**config.mk**
```make
export PLATFORM = sky130hd
export DESIGN_NAME = fft_seq_ctrl
export DESIGN_NICKNAME = d
export VERILOG_FILES = /design/src/rtl/fft_seq_ctrl.sv
export SDC_FILE = /design/constraint.sdc
export NUM_CORES = 1
export LEC_CHECK = 0
export ABC_AREA = 1
export CAP_MARGIN = 20
export CORE_MARGIN = 4
export CORE_UTILIZATION = 45
export DETAILED_ROUTE_END_ITERATION = 10
export PLACE_DENSITY_LB_ADDON = 0.1
export SETUP_SLACK_MARGIN = 0.5
export SLEW_MARGIN = 5
export SYNTH_ARGS = -nofsm -noshare
export SYNTH_HDL_FRONTEND = slang
export SYNTH_SLANG_ARGS = --single-unit
export TNS_END_PERCENT = 50
```
**constraint.sdc**
```tcl
create_clock -name clk -period 2.8 [get_ports clk]
set_input_delay 0.56 -clock clk [delete_from_list [all_inputs] [get_ports clk]]
set_output_delay 0.56 -clock clk [all_outputs]
set_load 0.02 [all_outputs]
```
**src/rtl/fft_seq_ctrl.sv**
```systemverilog
// fft_seq_ctrl: control sequencer for a 16-point radix-2 FFT datapath.
// It drives sample-RAM write addresses during LOAD and butterfly operand addresses, twiddle
// indices and delayed write-back strobes during COMPUTE. During UNLOAD it streams result
// addresses under a ready handshake. It carries no data.
// Build option: define FFT_CTRL_BITREV_EN to bit-reverse the load addresses and read results
// in natural order. Otherwise samples load in natural order and results are read bit-reversed.
module fft_seq_ctrl #(
  parameter int unsigned N_LOG2   = 4,
  parameter int unsigned BFLY_LAT = 2
) (
  input  logic                         clk,
  input  logic                         rst,
  input  logic                         start,
  input  logic                         sample_valid,
  input  logic                         out_ready,
  output logic [1:0]                   state,
  output logic                         busy,
  output logic                         load_we,
  output logic [N_LOG2-1:0]            load_addr,
  output logic                         bfly_go,
  output logic [N_LOG2-1:0]            addr_a,
  output logic [N_LOG2-1:0]            addr_b,
  output logic [N_LOG2-2:0]            tw_idx,
  output logic [$clog2(N_LOG2)-1:0]    stage,
  output logic                         wb_en,
  output logic [N_LOG2-1:0]            wb_addr_a,
  output logic [N_LOG2-1:0]            wb_addr_b,
  output logic                         out_valid,
  output logic [N_LOG2-1:0]            out_addr,
  output logic                         out_last,
  output logic                         done
);

  localparam int unsigned Half   = (1 << N_LOG2) / 2;
  localparam int unsigned StageW = $clog2(N_LOG2);
  localparam int unsigned TwW    = N_LOG2 - 1;
  localparam int unsigned PosW   = $clog2(Half + BFLY_LAT);

  localparam logic [N_LOG2-1:0] CntLast   = '1;
  localparam logic [PosW-1:0]   IssueLast = PosW'(Half - 1);
  localparam logic [PosW-1:0]   PosLast   = PosW'(Half + BFLY_LAT - 1);
  localparam logic [StageW-1:0] StageLast = StageW'(N_LOG2 - 1);

  typedef enum logic [1:0] {
    StIdle    = 2'd0,
    StLoad    = 2'd1,
    StCompute = 2'd2,
    StUnload  = 2'd3
  } state_e;

  state_e              state_q;
  logic [N_LOG2-1:0]   cnt_q;     // sample count in LOAD, result count in UNLOAD
  logic [PosW-1:0]     pos_q;     // cycle within stage: issues first, then drain
  logic [StageW-1:0]   stage_q;
  logic                bfly_go_q;
  logic [N_LOG2-1:0]   addr_a_q;
  logic [N_LOG2-1:0]   addr_b_q;
  logic [TwW-1:0]      tw_idx_q;
  logic                done_q;

  logic [StageW-1:0]   iss_stage;
  logic [PosW-1:0]     iss_k;
  logic [N_LOG2-1:0]   iss_a;
  logic [N_LOG2-1:0]   iss_b;
  logic [TwW-1:0]      iss_tw;

  logic [BFLY_LAT-1:0] wb_go_q;
  logic [N_LOG2-1:0]   wb_a_q [BFLY_LAT];
  logic [N_LOG2-1:0]   wb_b_q [BFLY_LAT];

  function automatic logic [N_LOG2-1:0] calc_addr_a(input int s, input int k);
    int half;
    half = 1 << s;
    return N_LOG2'(((k >> s) << (s + 1)) | (k & (half - 1)));
  endfunction

  function automatic logic [TwW-1:0] calc_tw(input int s, input int k);
    int half;
    half = 1 << s;
    return TwW'((k & (half - 1)) << (N_LOG2 - 1 - s));
  endfunction

  function automatic logic [N_LOG2-1:0] bitrev(input logic [N_LOG2-1:0] v);
    logic [N_LOG2-1:0] r;
    for (int i = 0; i < N_LOG2; i++) r[i] = v[N_LOG2-1-i];
    return r;
  endfunction

  // Coordinates and addresses of the butterfly that would issue in the next cycle.
  always_comb begin
    iss_stage = stage_q;
    iss_k     = pos_q + 1'b1;
    if (state_q != StCompute) begin
      iss_stage = '0;
      iss_k     = '0;
    end else if (pos_q == PosLast) begin
      iss_stage = stage_q + 1'b1;
      iss_k     = '0;
    end
    iss_a  = calc_addr_a(int'(iss_stage), int'(iss_k));
    iss_b  = iss_a + (N_LOG2'(1) << iss_stage);
    iss_tw = calc_tw(int'(iss_stage), int'(iss_k));
  end

  // Main FSM with registered issue strobe, operand addresses and done pulse.
  always_ff @(posedge clk) begin
    if (rst) begin
      state_q   <= StIdle;
      cnt_q     <= '0;
      pos_q     <= '0;
      stage_q   <= '0;
      bfly_go_q <= 1'b0;
      addr_a_q  <= '0;
      addr_b_q  <= '0;
      tw_idx_q  <= '0;
      done_q    <= 1'b0;
    end else begin
      done_q    <= 1'b0;
      bfly_go_q <= 1'b0;
      case (state_q)
        StIdle: begin
          if (start) begin
            state_q <= StLoad;
            cnt_q   <= '0;
          end
        end
        StLoad: begin
          if (sample_valid) begin
            // Wraps to zero on the last sample, ready for UNLOAD later.
            cnt_q <= cnt_q + 1'b1;
            if (cnt_q == CntLast) begin
              state_q   <= StCompute;
              stage_q   <= '0;
              pos_q     <= '0;
              bfly_go_q <= 1'b1;
              addr_a_q  <= iss_a;
              addr_b_q  <= iss_b;
              tw_idx_q  <= iss_tw;
            end
          end
        end
        StCompute: begin
          if (pos_q == PosLast) begin
            pos_q <= '0;
            if (stage_q == StageLast) begin
              state_q <= StUnload;
              stage_q <= '0;
            end else begin
              stage_q   <= stage_q + 1'b1;
              bfly_go_q <= 1'b1;
              addr_a_q  <= iss_a;
              addr_b_q  <= iss_b;
              tw_idx_q  <= iss_tw;
            end
          end else begin
            pos_q <= pos_q + 1'b1;
            // Past the last issue the stage drains so write-backs land before the next stage.
            if (pos_q < IssueLast) begin
              bfly_go_q <= 1'b1;
              addr_a_q  <= iss_a;
              addr_b_q  <= iss_b;
              tw_idx_q  <= iss_tw;
            end
          end
        end
        StUnload: begin
          if (out_ready) begin
            cnt_q <= cnt_q + 1'b1;
            if (cnt_q == CntLast) begin
              state_q <= StIdle;
              done_q  <= 1'b1;
            end
          end
        end
        default: state_q <= StIdle;
      endcase
    end
  end

  // Write-back delay line: a plain BFLY_LAT-deep shift of the issue strobe and addresses.
  always_ff @(posedge clk) begin
    if (rst) begin
      wb_go_q <= '0;
      for (int i = 0; i < BFLY_LAT; i++) begin
        wb_a_q[i] <= '0;
        wb_b_q[i] <= '0;
      end
    end else begin
      wb_go_q[0] <= bfly_go_q;
      wb_a_q[0]  <= addr_a_q;
      wb_b_q[0]  <= addr_b_q;
      for (int i = 1; i < BFLY_LAT; i++) begin
        wb_go_q[i] <= wb_go_q[i-1];
        wb_a_q[i]  <= wb_a_q[i-1];
        wb_b_q[i]  <= wb_b_q[i-1];
      end
    end
  end

  assign state     = state_q;
  assign busy      = (state_q != StIdle);
  assign load_we   = (state_q == StLoad) && sample_valid;
  assign bfly_go   = bfly_go_q;
  assign addr_a    = addr_a_q;
  assign addr_b    = addr_b_q;
  assign tw_idx    = tw_idx_q;
  assign stage     = stage_q;
  assign wb_en     = wb_go_q[BFLY_LAT-1];
  assign wb_addr_a = wb_a_q[BFLY_LAT-1];
  assign wb_addr_b = wb_b_q[BFLY_LAT-1];
  assign out_valid = (state_q == StUnload);
  assign out_last  = (state_q == StUnload) && (cnt_q == CntLast);
  assign done      = done_q;

`ifdef FFT_CTRL_BITREV_EN
  assign load_addr = bitrev(cnt_q);
  assign out_addr  = cnt_q;
`else
  assign load_addr = cnt_q;
  assign out_addr  = bitrev(cnt_q);
`endif

endmodule

```
==> results by group, run 1 <==
Timing
  • Setup Viol. Count Final: 0
  • Final worst slack: 0.151 ns
  • Fin. Hold Viols: 0
  • Setup TNS: 0 ns
  • Final Max Tran Viols: 0
  • Worst slew pin tran: 0.490 ns
  • RSZ-0062 raised after global routing: true
  • Minimum clock period: 2.65 ns
  • Worst Skew: 0.00688 ns
  • Fmax: 0.378 GHz
  • Period utilisation layout: 94.6%
  • Rel. slew slack: 67.0%

Hold path
  • Worst hold path class: flop to flop
  • Hold path startpoint: wb_b_q[0][3]
  • Hold depth: 2

Power
  • Seq pwr share: 33.8%
  • Switching Power: 1.11 mW
  • Internal Pwr Total: 1.50 mW
  • Clk pwr share: 15.9%
  • P_leak: 1.41 nW
  • Switching part of the total: 42.5%
  • Cell area power density: 796 nW/um2
  • Peak supply drop: 0.000447 V
  • Share of total power in combinational logic: 50.3%

Setup path
  • RR Startpoint: state[0]
  • Critical Path RT: 3.01 ns
  • CP startpoint: state[0]
  • Startpoint types: flop
  • Reg2reg path depth: 21
  • CP max FO: 7
  • Worst Setup Path Type: flop to flop
  • WP data arrival: 2.86 ns
  • Crit path capture type: flop

Drt
  • Routed len/inst: 12.7 um
  • Routed Antenna Nets: 0
  • Routed WL: 5490 um
  • Vias: 2,102
  • DR iter-0 viols: 105
  • Initial DRT Pass Iterations: 4
  • Via density: 4.87
  • DRC: 0

Floorplan
  • Placeable Area: 4880 um2
  • Ports: 43
  • Initial core utilization: 47.7%
  • Die Wd: 79.9 um
  • Die Y: 79.9 um
  • # rows: 25
  • DIE AREA: 6390 um2

Global routing
  • Met2 Use GR: 30.7%
  • Routing usage on met1: 20.6%
  • Global route hottest layer: met2
  • Met3 Use GR: 5.08%
  • Total GRT Usage: 17.6%
  • Gr ovfl total: 0
  • First-pass GRT wire length: 8850 um
  • Initial antenna violation count: 0
  • Vias in the first global route: 1,990
  • Largest net degree at the start of global routing: 28

Outcome
  • Status: finished, final reports clean

Clock tree
  • Clock latency on the worst-skew pair: 0.31 ns
  • TritonCTS Buffers: 5
  • Root buffer cell: clkbuf_8
  • H-tree depth: 2
  • CTS tree: yes
  • CTS clock-pin slew for the worst setup and hold paths: 0.09 ns
  • TritonCTS sink count: 43
  • Hold_buf cts: 0
  • Max Buffers Root-to-Sink: 2

Place
  • Buffers on Ports: 42
  • Dpl ws: 0.127 ns
  • Dpl hpwl: 3760 um
  • GP Congestion: 0.819

Synth
  • Yosys Warn Count: 0
  • Largest cells by area after synthesis: dfxtp_1 (37%), ha_1 (9.7%), inv_1 (8.2%), nand2_1 (6.1%), nor2_1 (6.1%)
  • Post-synth top area cell: dfxtp_1
  • Syn Std Cell Area: 2330 um2
  • Yosys reg bits: 43
  • Ys async rst share: 0%
  • Avg Cell Area, Syn: 7.58 um2
  • Main synth FF type: dfxtp_1
  • Mapped Nets: 331
  • Post-synth EDFFs: 0
  • Sequential cell area fraction in the yosys report: 37.0%
  • Cells after synthesis: 307
  • Post-synth top area share: 37.0%
  • Unique cell type count in the Yosys netlist: 35

Final layout
  • Commonest non-fill, non-tap cell in the layout: inv_1
  • Commonest non-fill, non-tap cells in the layout: inv_1 (47), clkdlybuf4s50_1 (41), nor2_1 (36), dfxtp_1 (36), nand2_1 (26)
  • N_diodes: 0
  • Layout cells sized above 1: 28.8%
  • NumNets Final: 388
  • Synth-to-Final Area Change: 41.0%

Flow run
  • Max Cap Violations: 0
sequential cells by signal, summed over array words and instances (netlist names):
name	flops
state	2
bfly_go	1
stage	2
wb_go_q	2
wb_a_q	8
wb_b_q	8
load_addr	4
tw_idx	3
pos_q	4
addr_b	4
addr_a	4
done	1
cell families (layout without fill, tap and decap cells):
group	after synthesis	in the layout	synth area share (%)
AOI/OAI and AO/OA	51	51	12.2
xor gates and xnor gates	2	2	0.753
adders and majority gates	19	19	10.5
buffers and inverters	74	132	14.3
DFF	43	43	37.0
and+or+nand+nor	118	118	25.3
per-stage QoR:
step	hold slack [ns]	power [mW]	utilization, %	cell area [um2]	cells
2_1_floorplan	0.388	1.65	-	2450	307
3_3_place_gp	0.389	2.00	58.7	2860	402
3_5_place_dp	0.395	2.02	58.7	2860	402
4_1_cts	0.407	2.47	62.6	3050	421
5_1_grt	0.427	2.81	67.2	3280	432
6_report	0.403	2.61	67.2	3280	432
cell type report:
| class | count | area, um2 |
|---|---|---|
| timing repair buffer | 68 | 626 |
| sequential | 43 | 880 |
| fill | 416 | 1600 |
| clock buffer | 5 | 68.8 |
| clock inverter | 3 | 23.8 |
| multi-input combinational | 190 | 1380 |
| inverter | 56 | 223 |
| tap | 67 | 83.8 |
per-layer routing:
| layer | vias up | routed length, um |
|---|---|---|
| met5 | - | 0 |
| met2 | 47 | 2830 |
| li1 | 1070 | - |
| met4 | 0 | 40 |
| met3 | 6 | 267 |
| met1 | 979 | 2350 |
worst paths after layout:
path | endpoint | slack (ns)
worst max-delay path | addr_b[3] | 0.15
worst min-delay path | wb_b_q[0][7] | 0.40
worst max register to register | addr_b[3] | 0.15
worst min register to register | wb_b_q[0][7] | 0.40
worst max-delay path: stages, from the launching register on:
cell,delay [ns]
dfxtp_4,0.37
inv_4,0.08
ha_4,0.21
inv_4,0.07
nor2_4,0.19
nand2_2,0.09
nand2_1,0.11
nand3_2,0.10
nand2_2,0.12
nand2_4,0.06
nand2_2,0.07
o21ai_2,0.07
o21ai_4,0.18
ha_4,0.24
nand2_2,0.07
nand2_2,0.07
a31oi_4,0.16
inv_1,0.06
nand2_1,0.06
nand3_1,0.06
nand2_1,0.08
inv_1,0.04
synthesized netlist by cell type (5+ instances only):
cell and n:
a21oi_1 24, buf_4 13, o21ai_0 14, nor2_1 38
nand3_1 11, ha_1 18, nor2_4 5, o21ai_1 6
dfxtp_1 43, nand2_2 5, nor3_1 7, nand2_1 38
inv_1 51
what timing repair did:
action | CTS | global route
gates resized for setup | 4 | 34
setup endpoints to repair | 6 | 11
setup buffers | 11 | 11
pin swaps | 11 | 24
power groups by stage:
stage | sequential, mW | combinational (mW) | clock, mW
2_1_floorplan | 0.975 | 0.679 | 0
6_report | 0.884 | 1.31 | 0.415
5_1_grt | 0.906 | 1.45 | 0.455
3_3_place_gp | 0.891 | 1.11 | 0
3_5_place_dp | 0.895 | 1.13 | 0
4_1_cts | 0.880 | 1.17 | 0.424
Power figures use the tool's default switching activity.
==> run 2, diff against run 1 <==
Settings changed: PLACE_DENSITY from default to 0.76, PLACE_DENSITY_LB_ADDON 0.1 to default, TNS_END_PERCENT 50 to 10.
==> run 2 against run 1 <==
Compared with the run above:
- worst setup slack better by 0.011 ns
- combinational power about the same
- core utilization down 1.3 points
- critical endpoint unchanged
- die area unchanged
- sequential share of layout area up 0.48 points
- largest cell class unchanged
- cell count up 0.23%
- highest routed layer unchanged
==> results by group, run 2 (synthesis results as in run 1) <==
Outcome
  • Status: finished, final reports clean

Final layout
  • Final std cells w/o fill: 433
  • NumNets Final: 389
  • Commonest non-fill, non-tap cells in the layout: inv_1 (47), clkdlybuf4s50_1 (42), nor2_1 (36)
  • Top Registers: wb_a_q: 8 flops, wb_b_q: 8 flops
  • N_diodes: 0
  • Layout cells sized above 1: 27.6%
  • Synth-to-Final Area Change: 38.3%
  • Design area: 3220 um2
  • Commonest non-fill, non-tap cell in the layout: inv_1

Power
  • Switching part of the total: 42.1%
  • Clk pwr share: 15.7%
  • Share of total power in combinational logic: 50.0%
  • Seq pwr share: 34.2%
  • Cell area power density: 806 nW/um2
  • P_leak: 1.38 nW
  • Internal Pwr Total: 1.50 mW
  • Peak supply drop: 0.000406 V
  • Switching Power: 1.09 mW

Setup path
  • Crit path cell chain: inv_4 > ha_4 > inv_4 > nor2_4 > nand2_2 > nand2_2 > nand3_2 > a21oi_2 > o21ai_2 > o21ai_2 > ha_4 > nand2_1 > nand2_1 > a31oi_2 > inv_1 > nand2_1 > nand3_1 > nand2_1 > inv_1
  • CP peak stage delay: 0.37 ns
  • WP data arrival: 2.84 ns
  • CP max FO: 8
  • Reg2Reg Setup Slack: 0.16 ns
  • Most used cell, CP: nand2_1
  • Startpoint types: flop
  • Crit path capture type: flop
  • Worst Setup Path Type: flop to flop
  • Critical Path RT: 3.00 ns
  • CP max-delay cell: dfxtp_4

Timing
  • Fmax: 0.379 GHz
  • Final Max Tran Viols: 0
  • Rel. slew slack: 69.1%
  • Period utilisation layout: 94.2%
  • Setup Viol. Count Final: 0
  • Setup TNS: 0 ns
  • RSZ-0062 raised after global routing: true
  • Worst Skew: 0.00958 ns
  • Worst slew pin tran: 0.458 ns
  • Fin. Hold Viols: 0
  • Minimum clock period: 2.64 ns

Global routing
  • Total GRT Usage: 16.4%
  • Gr ovfl total: 0
  • Initial antenna violation count: 0
  • First-pass GRT wire length: 8490 um
  • Vias in the first global route: 1,893
  • Largest net degree at the start of global routing: 28

Drt
  • Routed Antenna Nets: 0
  • Routed len/inst: 12.2 um
  • DRC: 0
  • Initial DRT Pass Iterations: 4
  • Vias: 2,102
  • DR iter-0 viols: 98
  • Via density: 4.85
  • Routed WL: 5290 um

Hold path
  • Worst hold path class: flop to flop

Clock tree
  • CTS clock-pin slew for the worst setup and hold paths: 0.09 ns
  • Root buffer cell: clkbuf_8
  • Max Buffers Root-to-Sink: 2
  • TritonCTS Buffers: 5
  • Clock latency on the worst-skew pair: 0.30 ns
  • CTS tree: yes
  • Hold_buf cts: 0
  • TritonCTS sink count: 43
  • H-tree depth: 2

Floorplan
  • # rows: 25
  • Die Y: 79.9 um
  • Ports: 43
  • Die Wd: 79.9 um
  • Initial core utilization: 47.7%
  • Placeable Area: 4880 um2
  • DIE AREA: 6390 um2

Place
  • GP Congestion: 0.885
  • Buffers on Ports: 42
  • Dpl hpwl: 3630 um
  • Inst Count DP: 400
  • Cell area after placement: 2850 um2

Flow run
  • Max Cap Violations: 0
-- run 2: changes by cell type in the layout (fill, tap and decap cells not counted), sizes merged --
cell,delta
clkinv,-3
clkinvlp,+1
clkdlybuf4s50,+1
inv,+3
dlymetal6s2s,-1
-- run 2: metrics by stage --
step	power, mW	hold WS (ns)	setup slack, ns	utilization [%]
2_1_floorplan	1.65	0.388	0.368	-
3_3_place_gp	1.98	0.389	0.183	58.4
3_5_place_dp	2.01	0.394	0.125	58.4
4_1_cts	2.48	0.398	0.236	62.1
5_1_grt	2.77	0.415	0.0215	65.9
6_report	2.59	0.396	0.162	65.9
-- run 2: routing by layer --
layer  vias up  routed length [um]  global-route usage (%)
met3        15                 254                    3.16
met5         -                   0                       0
li1       1077                   -                       -
met2        53                2570                    27.6
met4         0                 116                    7.26
met1       957                2350                    20.2
-- run 2: final timing paths --
check / start / end / cells after the start
min: wb_a_q[0][2] / wb_a_q[0][6] / 2
min reg2reg: wb_a_q[0][2] / wb_a_q[0][6] / 2
max reg2reg: state[0] / addr_b[3] / 19
max: state[0] / addr_b[3] / 19
-- run 2: power by group through the flow --
stage                     sequential (mW)  combinational, mW  clock [mW]
after global placement              0.895               1.09           0
final                               0.888               1.30       0.408
after CTS                           0.881               1.18       0.418
after global routing                0.911               1.41       0.449
after detailed placement            0.894               1.11           0
after floorplan                     0.975              0.679           0
-- run 2: repair_timing --
| action | CTS | global route |
|---|---|---|
| setup buffers | 9 | 15 |
| cloned | 1 | 0 |
| endpoints found under the hold margin | 0 | 0 |
| endpoints found under the setup margin | 6 | 10 |
| pin swaps | 8 | 20 |
| resized for setup | 6 | 16 |
-- run 2: worst max-delay path: cells and delay by family, from the launching register on --
kind                       cells  cell delay, ns
adders and majority gates      2            0.46
buffers and inverters          4            0.23
AOI/OAI and AO/OA              4            0.66
DFF                            1            0.37
and+or+nand+nor                9            0.80
-- run 2: cell type report --
| type | instances | area [um2] |
|---|---|---|
| Timing Repair Buffer | 68 | 628 |
| Tap cell | 67 | 83.8 |
| Clock buffer | 5 | 68.8 |
| Fill cell | 411 | 1660 |
| Inverter | 56 | 223 |
| Clock inverter | 3 | 22.5 |
| Multi-Input combinational cell | 190 | 1310 |
| Timing Repair inverter | 1 | 3.75 |
| Sequential cell | 43 | 878 |
